### src/rtl/pdm_deserializer_mc.sv
// rtl/pdm_deserializer_mc.sv - multi-channel PDM clock generator, deserializer and word handshake
// Build option PDM_DENSITY_OUT_EN: each word carries the per-period count of 1s instead of raw bits.
module pdm_deserializer_mc #(
    parameter int WORD_W  = 16,
    parameter int CLK_DIV = 100,
    parameter int NUM_CH  = 1
) (
    input  logic                     clock,
    input  logic                     reset_n,
    input  logic                     enable,
    input  logic                     data_in,
    output logic                     pdm_clk_o,
    output logic                     pdm_lrsel_o,
    output logic [NUM_CH*WORD_W-1:0] data_o,
    output logic                     valid_o,
    input  logic                     ready_i,
    output logic                     overrun_o,
    input  logic                     clear_overrun_i
);

    localparam int DW = $clog2(CLK_DIV);
    localparam int BW = (WORD_W > 1) ? $clog2(WORD_W) : 1;
    localparam int OW = NUM_CH * WORD_W;

    logic [DW-1:0] div_cnt;
    logic [BW-1:0] bit_cnt;
    logic          hi_evt;
    logic          lo_evt;
    logic          word_done;
    logic [OW-1:0] word_next;

    assign pdm_lrsel_o = 1'b0;

    assign hi_evt    = enable && (div_cnt == DW'(CLK_DIV / 2 - 1));
    assign lo_evt    = enable && (div_cnt == DW'(CLK_DIV - 1));
    assign word_done = lo_evt && (bit_cnt == BW'(WORD_W - 1));

    always_ff @(posedge clock or negedge reset_n) begin
        if (!reset_n) begin
            div_cnt   <= '0;
            bit_cnt   <= '0;
            pdm_clk_o <= 1'b0;
        end else if (!enable) begin
            div_cnt   <= '0;
            bit_cnt   <= '0;
            pdm_clk_o <= 1'b0;
        end else begin
            pdm_clk_o <= (div_cnt < DW'(CLK_DIV / 2));
            div_cnt   <= lo_evt ? '0 : div_cnt + DW'(1);
            if (lo_evt) begin
                bit_cnt <= word_done ? '0 : bit_cnt + BW'(1);
            end
        end
    end

    // ch0 samples at the end of the high phase, ch1 at the end of the low phase
    for (genvar c = 0; c < NUM_CH; c++) begin : g_ch
        logic take;
        assign take = (c == 0) ? hi_evt : lo_evt;
`ifdef PDM_DENSITY_OUT_EN
        localparam int CW = $clog2(WORD_W + 1);
        logic [CW-1:0] acc;
        logic [CW-1:0] acc_next;
        assign acc_next = acc + CW'(data_in);
        always_ff @(posedge clock or negedge reset_n) begin
            if (!reset_n) begin
                acc <= '0;
            end else if (!enable || word_done) begin
                acc <= '0;
            end else if (take) begin
                acc <= acc_next;
            end
        end
        // ch1's final bit lands on the completion edge, so it is folded in combinationally
        assign word_next[c*WORD_W +: WORD_W] = WORD_W'((c == 0) ? acc : acc_next);
`else
        logic [WORD_W-1:0] sh;
        logic [WORD_W-1:0] sh_next;
        assign sh_next = {sh[WORD_W-2:0], data_in};
        always_ff @(posedge clock or negedge reset_n) begin
            if (!reset_n) begin
                sh <= '0;
            end else if (!enable) begin
                sh <= '0;
            end else if (take) begin
                sh <= sh_next;
            end
        end
        assign word_next[c*WORD_W +: WORD_W] = (c == 0) ? sh : sh_next;
`endif
    end

    always_ff @(posedge clock or negedge reset_n) begin
        if (!reset_n) begin
            data_o    <= '0;
            valid_o   <= 1'b0;
            overrun_o <= 1'b0;
        end else begin
            if (word_done && (!valid_o || ready_i)) begin
                data_o  <= word_next;
                valid_o <= 1'b1;
            end else if (valid_o && ready_i) begin
                valid_o <= 1'b0;
            end
            if (word_done && valid_o && !ready_i) begin
                overrun_o <= 1'b1;
            end else if (clear_overrun_i) begin
                overrun_o <= 1'b0;
            end
        end
    end

endmodule

### config.mk
export PLATFORM = sky130hd
export DESIGN_NAME = pdm_deserializer_mc
export DESIGN_NICKNAME = d
export VERILOG_FILES = /design/src/rtl/pdm_deserializer_mc.sv
export SDC_FILE = /design/constraint.sdc
export NUM_CORES = 1
export LEC_CHECK = 0
export CAP_MARGIN = 30
export CORE_ASPECT_RATIO = 1.75
export CORE_UTILIZATION = 58
export DETAILED_ROUTE_END_ITERATION = 12
export MAX_ROUTING_LAYER = met4
export PLACE_DENSITY = 0.95
export SYNTH_ARGS = -nofsm -noshare
export SYNTH_HDL_FRONTEND = slang
export SYNTH_SLANG_ARGS = --single-unit
export TNS_END_PERCENT = 100
### constraint.sdc
create_clock -name clock -period 5.1 [get_ports clock]
set_clock_uncertainty 0.05 [all_clocks]
set_input_delay 1.02 -clock clock [delete_from_list [all_inputs] [get_ports clock]]
set_output_delay 1.02 -clock clock [all_outputs]
set_load 0.005 [all_outputs]
==> impl_metrics.py <==
metrics = {
    "run_status": {
        "status": "finished clean",
    },
    "min_path": {
        "hold_path_depth": 1,
        "hp-class": "reg2reg",
    },
    "clock_network": {
        "clk_pin_slew_worst_paths_ns": 0.08,
        "clock_latency_ns": 0.30,
        "post_cts_buffers": 0,
        "htreeDepth": 2,
        "cts_buffer_depth": 2,
        "cts_resized": 0,
        "clock-sinks": 46,
        "cts_made_buffers": 5,
        "cts_tree": "done",
        "cts-hold-fix-buffers": 0,
        "cts-root-buf": "clkbuf_8",
    },
    "power_and_ir_drop": {
        "irDropWorstVdd_v": 0.000210,
        "combPwrFrac": 0.057,
        "p_seq_frac": 0.602,
        "p_sw_frac": 0.232,
        "clock_power_share": 0.341,
        "powerDensity_nw_per_um2": 256,
        "internal-power_w": 0.000472,
        "power.switching_w": 0.000142,
        "p_leak_nw": 1.04,
    },
    "synthesis": {
        "synth-edff-count": 0,
        "ys.flop_type": "dfrtp_1",
        "ys_seq_area_frac": 0.554,
        "ys_ff_latch": 46,
        "yosysWarnings": 0,
        "synth_cell_types": 37,
        "syn-num-nets": 189,
        "synth_area_um2": 2080,
        "yosysMostFrequentCell": "dfrtp_1",
        "syn_area_per_cell_um2": 11.5,
        "yosys.area.top_type": "dfrtp_1",
        "ys_async_sr_fraction": 1.00,
        "synth_area_leaders": "dfrtp_1 (55%), mux2_2 (8.7%), a21boi_0 (6.1%)",
        "synthTopCellsByCount": "dfrtp_1 (46), nand3_1 (24), o21ai_0 (21)",
        "synth_top_area_share": 0.554,
        "netlist_instances": 180,
    },
    "global_route": {
        "grt_max_degree": 31,
        "grt_pass1_wl_um": 6340,
        "antenna_found_initial": 0,
        "grt_pass1_vias": 1400,
        "grt.overflow.total": 0,
        "grt_usage": 0.243,
    },
    "sta": {
        "hold_violations": 0,
        "fmax_mhz": 354,
        "slew_viol_final": 0,
        "maxSlewHeadroom": 0.477,
        "timing.hold.ws_ns": 0.458,
        "period_needed_ns": 2.83,
        "setup_tns_ns": 0,
        "setup_viol": 0,
        "max_slew.worst_pin.slew_ns": 0.785,
        "rsz0062_at_grt": "false",
        "period_share": 0.554,
    },
    "drt": {
        "num_vias": 1476,
        "post-route-drc-count": 0,
        "routed_wirelength_um": 3880,
        "vias_per_cell": 6.00,
        "wl_per_cell_um": 15.8,
        "ant_nets": 0,
        "drt_iter0_markers": 57,
        "dr.pass1.iters": 4,
    },
    "setup_path": {
        "crit_arrival_ns": 2.97,
        "rrSetupSlack_ns": 3.19,
        "cp-endpoint": "data_o[11]$_DFFE_PN0P_",
        "setup.worst_path.start_class": "primary input",
        "path_max_fanout": 25,
        "reg2reg_depth": 4,
        "r2r-start": "div_cnt[0]$_DFF_PN0_",
        "startpoint": "enable",
        "worstPathRequired_ns": 5.24,
        "endpoint_kind": "flop",
        "r2r_end": "data_o[11]$_DFFE_PN0P_",
        "worstSetupPathType": "in2reg",
    },
    "floorplanning": {
        "coreArea_um2": 3400,
        "die_w_um": 47.3,
        "std_cell_rows": 28,
        "start_util": 0.612,
        "die-height_um": 81.2,
        "dieArea_um2": 3840,
        "ios": 26,
    },
    "finish": {
        "syn_to_final_growth_pct": 15.4,
        "diodes": 0,
        "finalNonFillerCells": 246,
        "n_fill_cell": 255,
        "drive_gt1_frac": 0.154,
        "final_nets": 210,
    },
    "placed_design": {
        "dp_hpwl_um": 2780,
        "placedCellCount": 239,
        "place_congestion": 0.797,
        "port_buffers": 24,
    },
    "flow_run": {
        "maxCapViolations": 0,
    },
}
[final cells by class]
cell class / count / area [um2] / area share
sequential: 46 / 1150 / 0.480
clock buffer: 5 / 68.8 / 0.0287
timing repair buffer: 26 / 263 / 0.110
clock inverter: 2 / 10.0 / 0.00417
inverter: 3 / 11.3 / 0.00469
multi-input combinational: 119 / 838 / 0.350
tap: 45 / 56.3 / 0.0235
[worst min-delay path by stage]
stage,to,slack (ns),from
2_1_floorplan,data_o[15]$_DFFE_PN0P_,0.42,g_ch[0].sh[15]$_DFFE_PN0P_
3_3_place_gp,data_o[15]$_DFFE_PN0P_,0.44,data_o[15]$_DFFE_PN0P_
3_5_place_dp,data_o[15]$_DFFE_PN0P_,0.44,data_o[15]$_DFFE_PN0P_
4_1_cts,data_o[15]$_DFFE_PN0P_,0.46,data_o[15]$_DFFE_PN0P_
5_1_grt,data_o[4]$_DFFE_PN0P_,0.47,data_o[4]$_DFFE_PN0P_
6_report,data_o[15]$_DFFE_PN0P_,0.46,data_o[15]$_DFFE_PN0P_
[routing by layer]
metal / global-route usage / share of wire / vias up
met5: - / 0 / -
met4: 0.154 / 0.036 / 0
met3: 0.0667 / 0.029 / 13
met2: 0.375 / 0.55 / 40
met1: 0.264 / 0.39 / 741
li1: - / - / 682
[registers in the layout, summed over array words and instances, names as in the netlist]
register	flops
valid_o	1
pdm_clk_o	1
data_o	16
g_ch.sh	16
div_cnt	7
bit_cnt	4
overrun_o	1
[stage by stage]
stage / instance area [um2] / power (W) / utilization / worst slack [ns]
after floorplan: 2080 / 0.000396 / - / 3.09
after global placement: 2300 / 0.000410 / 0.677 / 1.99
after detailed placement: 2320 / 0.000412 / 0.683 / 1.93
after CTS: 2400 / 0.000619 / 0.706 / 2.25
after global routing: 2400 / 0.000636 / 0.706 / 2.15
final: 2400 / 0.000614 / 0.706 / 2.27
[layout by cell type, fill, tap and decap left out, drive strengths merged, types with 4 or more instances in the layout]
master         Yosys  final
nand2              5      5
nor2               5      5
nand3             24     24
mux2              16     16
o21ai             21     21
a21boi            18     18
clkbuf             5      5
a21oi              4      4
dfrtp             46     46
clkdlybuf4s50      0     23
[power groups by stage]
stage / Sequential (W) / Clock (W) / Combinational [W]
2_1_floorplan: 0.000376 / 0 / 0.0000204
3_3_place_gp: 0.000377 / 0 / 0.0000329
3_5_place_dp: 0.000377 / 0 / 0.0000352
4_1_cts: 0.000370 / 0.000214 / 0.0000356
5_1_grt: 0.000370 / 0.000226 / 0.0000394
6_report: 0.000370 / 0.000209 / 0.0000351
[worst max-delay path: stages]
cell	delay, ns
clkdlybuf4s50_1	0.90
and4_1	0.37
nand4_4	0.29
mux2_2	0.38
[cell families (layout without fill, tap and decap cells)]
family | Yosys count | count (layout) | share of synthesized area
simple gates | 48 | 48 | 0.139
compound gates | 47 | 47 | 0.140
flops | 46 | 46 | 0.554
mux | 17 | 17 | 0.0915
buf+inv | 15 | 36 | 0.0427
fa+ha+maj | 3 | 3 | 0.0181
xor+xnor | 3 | 3 | 0.0126
other cells | 1 | 1 | 0.00180
(Power assumes the default switching activity.)
